### src/rtl/alu_pg_pipe.sv
// Two-stage pipelined 74181-style ALU: stage 1 registers per-bit P/G,
// stage 2 resolves carries by group lookahead and registers result and flags.
module alu_pg_pipe #(
    parameter int unsigned WIDTH = 16,
    parameter int unsigned GROUP = 4
) (
    input  logic             clk,
    input  logic             rst,
    input  logic             in_valid,
    output logic             in_ready,
    input  logic [WIDTH-1:0] in_a,
    input  logic [WIDTH-1:0] in_b,
    input  logic [3:0]       in_s,
    input  logic             in_m,
    input  logic             in_cin,
    input  logic             in_chain,
    output logic             out_valid,
    input  logic             out_ready,
    output logic [WIDTH-1:0] out_f,
    output logic             out_cout,
    output logic             out_ovf,
    output logic             out_aeqb,
    output logic             out_gp,
    output logic             out_gg
);

    localparam int unsigned NGRP = WIDTH / GROUP;

    // Stage 1 state
    logic             s1_valid_q, s1_valid_d;
    logic [WIDTH-1:0] p_q, p_d;
    logic [WIDTH-1:0] g_q, g_d;
    logic             m_q, m_d;
    logic             cin_q, cin_d;
    logic             chain_q, chain_d;

    // Stage 2 / output state
    logic             out_valid_q, out_valid_d;
    logic [WIDTH-1:0] f_q, f_d;
    logic             cout_q, cout_d;
    logic             ovf_q, ovf_d;
    logic             aeqb_q, aeqb_d;
    logic             gp_q, gp_d;
    logic             gg_q, gg_d;
    logic             chain_c_q, chain_c_d;

    logic             in_fire;
    logic             s2_load;

    // Stage 2 combinational results
    logic [WIDTH-1:0] gen_w, prop_w;
    logic [WIDTH:0]   c;
    logic [WIDTH-1:0] f_c;
    logic             cin_eff;
    logic             grp_gen, grp_prop;
    logic             gg_acc, gp_acc;

    assign s2_load  = s1_valid_q & (~out_valid_q | out_ready);
    assign in_ready = ~s1_valid_q | s2_load;
    assign in_fire  = in_valid & in_ready;

    // Stage 1: per-bit select-function propagate/generate
    always_comb begin
        s1_valid_d = s1_valid_q;
        p_d        = p_q;
        g_d        = g_q;
        m_d        = m_q;
        cin_d      = cin_q;
        chain_d    = chain_q;
        if (s2_load) begin
            s1_valid_d = 1'b0;
        end
        if (in_fire) begin
            s1_valid_d = 1'b1;
            p_d        = ~(in_a | (in_b & {WIDTH{in_s[0]}}) | (~in_b & {WIDTH{in_s[1]}}));
            g_d        = ~((in_a & ~in_b & {WIDTH{in_s[2]}}) | (in_a & in_b & {WIDTH{in_s[3]}}));
            m_d        = in_m;
            cin_d      = in_cin;
            chain_d    = in_chain;
        end
    end

    // Stage 2: group lookahead inside each block, ripple between blocks
    always_comb begin
        gen_w    = ~g_q;
        prop_w   = ~p_q;
        cin_eff  = chain_q ? chain_c_q : cin_q;
        c        = '0;
        c[0]     = cin_eff;
        grp_gen  = 1'b0;
        grp_prop = 1'b1;
        gg_acc   = 1'b0;
        gp_acc   = 1'b1;
        for (int unsigned grp = 0; grp < NGRP; grp++) begin
            grp_gen  = 1'b0;
            grp_prop = 1'b1;
            for (int unsigned k = 0; k < GROUP; k++) begin
                if (k != 0) begin
                    c[grp*GROUP + k] = grp_gen | (grp_prop & c[grp*GROUP]);
                end
                grp_gen  = gen_w[grp*GROUP + k] | (prop_w[grp*GROUP + k] & grp_gen);
                grp_prop = grp_prop & prop_w[grp*GROUP + k];
            end
            c[grp*GROUP + GROUP] = grp_gen | (grp_prop & c[grp*GROUP]);
            gg_acc = grp_gen | (grp_prop & gg_acc);
            gp_acc = gp_acc & grp_prop;
        end
        f_c = p_q ^ g_q ^ ({WIDTH{~m_q}} & c[WIDTH-1:0]);
    end

    // Output register and chain carry update
    always_comb begin
        out_valid_d = out_valid_q;
        f_d         = f_q;
        cout_d      = cout_q;
        ovf_d       = ovf_q;
        aeqb_d      = aeqb_q;
        gp_d        = gp_q;
        gg_d        = gg_q;
        chain_c_d   = chain_c_q;
        if (s2_load) begin
            out_valid_d = 1'b1;
            f_d         = f_c;
            cout_d      = ~m_q & c[WIDTH];
            ovf_d       = ~m_q & (c[WIDTH] ^ c[WIDTH-1]);
            aeqb_d      = &f_c;
            gp_d        = gp_acc;
            gg_d        = gg_acc;
            chain_c_d   = ~m_q & c[WIDTH];
        end else if (out_ready) begin
            out_valid_d = 1'b0;
        end
    end

    always_ff @(posedge clk or posedge rst) begin
        if (rst) begin
            s1_valid_q  <= 1'b0;
            p_q         <= '0;
            g_q         <= '0;
            m_q         <= 1'b0;
            cin_q       <= 1'b0;
            chain_q     <= 1'b0;
            out_valid_q <= 1'b0;
            f_q         <= '0;
            cout_q      <= 1'b0;
            ovf_q       <= 1'b0;
            aeqb_q      <= 1'b0;
            gp_q        <= 1'b0;
            gg_q        <= 1'b0;
            chain_c_q   <= 1'b0;
        end else begin
            s1_valid_q  <= s1_valid_d;
            p_q         <= p_d;
            g_q         <= g_d;
            m_q         <= m_d;
            cin_q       <= cin_d;
            chain_q     <= chain_d;
            out_valid_q <= out_valid_d;
            f_q         <= f_d;
            cout_q      <= cout_d;
            ovf_q       <= ovf_d;
            aeqb_q      <= aeqb_d;
            gp_q        <= gp_d;
            gg_q        <= gg_d;
            chain_c_q   <= chain_c_d;
        end
    end

    assign out_valid = out_valid_q;
    assign out_f     = f_q;
    assign out_cout  = cout_q;
    assign out_ovf   = ovf_q;
    assign out_aeqb  = aeqb_q;
    assign out_gp    = gp_q;
    assign out_gg    = gg_q;

endmodule

### config.mk
export PLATFORM = sky130hd
export DESIGN_NAME = alu_pg_pipe
export DESIGN_NICKNAME = d
export VERILOG_FILES = /design/src/rtl/alu_pg_pipe.sv
export SDC_FILE = /design/constraint.sdc
export NUM_CORES = 1
export LEC_CHECK = 0
export ABC_AREA = 1
export BUFFER_PORTS_ARGS = -buffer_cell sky130_fd_sc_hd__buf_2
export CORE_ASPECT_RATIO = 1.2
export CORE_MARGIN = 4
export CORE_UTILIZATION = 30
export DETAILED_ROUTE_END_ITERATION = 12
export GPL_TIMING_DRIVEN = 0
export SLEW_MARGIN = 20
export SYNTH_ARGS = -nofsm -noshare
export SYNTH_HDL_FRONTEND = slang
export SYNTH_SLANG_ARGS = --single-unit
### constraint.sdc
create_clock -name clk -period 2.15 [get_ports clk]
set_clock_uncertainty 0.05 [all_clocks]
set_input_delay 0.215 -clock clk [delete_from_list [all_inputs] [get_ports clk]]
set_output_delay 0.215 -clock clk [all_outputs]
set_load 0.01 [all_outputs]
==> out/metrics.cfg <==
[synth]
yosys_warnings=0
syn_inst=449
ys_ff_latch=58
syn_area_per_cell_um2=7.49
netlist_area_mm2=0.00336
yosysSeqAreaShare=0.432
synth_cell_types=31
syn-num-nets=492

[timing]
grt_setup_unrepaired=false
max_slew.worst_pin.slew_ns=0.697
timing.fmax_mhz=527
drv_slew=0
final_hold_viol_count=0
setup_viol=0
finalCriticalPeriod_ns=1.90
slew_headroom=0.536
final.setup.worst_slack_ns=0.251
period_share=0.883

[status]
status=finished clean

[detailed_routing]
vias_per_cell=4.83
drtPass1Iterations=4
ant_nets=0
vias=3189
drc=0
drt_iter0_markers=147
routed_wl_um=8840
wl_per_cell_um=13.4

[critical_path]
crit_fanout=4
cp.buffers_inverters=0
crit_arrival_ns=2.10
path_class=register to register
critPathTopFamily=simple AND/OR/NAND/NOR gates
cp_slowest_stage_delay_ns=0.42
crit_chain=nor2_2, nand3b_1, nor2_2, nand2_2, nand2_4, nand2_1, nand2_1, nand3_1, nand2_1, nand2_1, nor2_2, nand3_1, o21bai_2
cpMostUsedCell=nand2_1
crit_path_end_kind=register
cp-start-kind=register
cp_slowest_cell=dfrtp_1
cp.required_ns=2.35

[cts]
cts_buffer_depth=2
clkLatencyLatePin_ns=0.33
cts_made_buffers=9
cts_root_buf=clkbuf_16
cts.clk_slew.worst_paths_ns=0.05
htreeDepth=3
cts_tree=done
cts_sinks=58

[die]
fp.coreArea_mm2=0.0110
top_level_ports=66
dieArea_mm2=0.0130
rows=42
initial_core_util=0.306
dieWidth_um=105
dieHeight_um=124

[power_and_ir_drop]
powerDensity_mw_per_mm2=1020
leakagePower_nw=2.00
power_mw=4.23
vdd_drop_max_mv=0.364

[placed_design]
dpl.hpwl_um=7140
io_buffers=64
dp_slack_ns=0.218
gp_congestion=0.811
place_inst=645

[global_routing]
grt_pass1_vias=3069
grt-ovfl-total=0
antenna_found_initial=0
grt_pass1_wl_um=14700
gr-usage-all-layers=0.142
grt_max_degree=59

[cells_and_area]
post-route-util=0.376
drive_gt1_frac=0.193
layout.cells.non_filler=660
antenna_cells=0
fin_nets=568
areaGrowthSynthToFinish_pct=22.8

[flow_run]
maxCapViolCount=0

[hold_path]
min_path_type=input pin to register

-- path summary, 6_finish.rpt --
check	to	start	slack [ns]	cells after the start
min in group asynchronous	out_f[1]$_DFFE_PP0P_	rst	0.51	3
min	p_q[6]$_DFFE_PP0P_	in_a[6]	0.03	2
max	out_aeqb$_DFFE_PP0P_	p_q[4]$_DFFE_PP0P_	0.25	13
min reg2reg	out_ovf$_DFFE_PP0P_	out_ovf$_DFFE_PP0P_	0.43	2
max in group asynchronous	out_f[13]$_DFFE_PP0P_	rst	1.07	3
max reg2reg	out_aeqb$_DFFE_PP0P_	p_q[4]$_DFFE_PP0P_	0.25	13
-- state kept, by name, summed over array words and instances (netlist names) --
name / count
out_gp: 1
out_aeqb: 1
out_gg: 1
p_q: 16
cin_q: 1
out_f: 16
m_q: 1
s1_valid_q: 1
out_ovf: 1
out_valid: 1
chain_q: 1
g_q: 16
chain_c_q: 1
-- cells in the mapped netlist, drive strengths merged --
cell type  instances  area, um2
buf                4       18.8
o21bai             1       11.3
or2                1       6.26
nand3b             6       45.0
nand4              4       25.0
clkbuf            14       52.6
dfrtp             58       1450
a31oi             10       62.6
nor4               1       6.26
nor3               1       5.00
o21a               2       15.0
xor2               6       52.6
nand3             26        135
o21ai             62        310
o31ai             16        120
xnor2             12        105
a21oi             19       95.1
nor2              24        105
o41ai              1       8.76
inv               27        101
nand2            152        616
a21o               1       7.51
a21boi             1       7.51
-- through the flow --
| stage | hold slack [ns] | TNS (ns) | instance area (um2) |
|---|---|---|---|
| 6_report | 0.0274 | 0 | 4130 |
| 5_1_grt | 0.0291 | 0 | 4130 |
| 4_1_cts | 0.0172 | 0 | 4120 |
| 3_5_place_dp | 0.331 | 0 | 3850 |
| 3_3_place_gp | 0.364 | -14.75 | 3850 |
| 2_1_floorplan | 0.265 | 0 | 3360 |
-- layout make-up --
type,count,area [um2]
fillers,1158,6850
flip-flops and latches,58,1450
inverters,27,104
multi-input cells,346,1750
clock inverters,3,17.5
well taps,132,165
plain buffers,18,71.3
clock buffers,11,243
repair buffers,65,330
-- kinds of logic after synthesis --
logic type             share of synthesized area
AO/OA/AOI/OAI                              0.190
XOR/XNOR                                  0.0469
buffers and inverters                     0.0513
flip-flops                                 0.432
AND/OR/NAND/NOR                            0.281
-- where the power goes --
| group | internal (mW) | total [mW] | switching [mW] |
|---|---|---|---|
| sequential | 1.36 | 1.57 | 0.211 |
| clock | 0.790 | 1.24 | 0.453 |
| combinational | 0.554 | 1.41 | 0.857 |
-- what timing repair did --
item	in CTS	in global routing
hold buffers	1	0
hold endpoints to repair	58	0
endpoints found under the setup margin	0	1
gates resized for setup	0	2
setup buffers	0	0
-- placed cells by master (no fill, tap or decap), types with 2 or more instances in the layout --
cell type	count
nor2_2	3
xor2_1	6
nand2_1	141
clkbuf_1	15
nand3_2	2
nand3_1	24
inv_1	24
a21oi_1	19
dfrtp_1	58
o21a_1	2
clkinv_2	2
buf_2	67
nand2_4	4
a31oi_1	10
nand4_1	4
nand2_2	7
inv_2	2
o31ai_1	16
o21ai_1	2
xnor2_1	12
nand3b_1	6
o21ai_0	60
nor2_1	20
clkbuf_16	9
-- routing by layer --
metal  track usage  vias to the layer above  wire (um)
met5             0                        -          0
met4        0.0615                        0        179
met1         0.180                     1445       4120
met3        0.0290                       12        323
met2         0.238                       76       4220
li1              -                     1656          -
No activity file was read; power rests on OpenSTA's default activity.
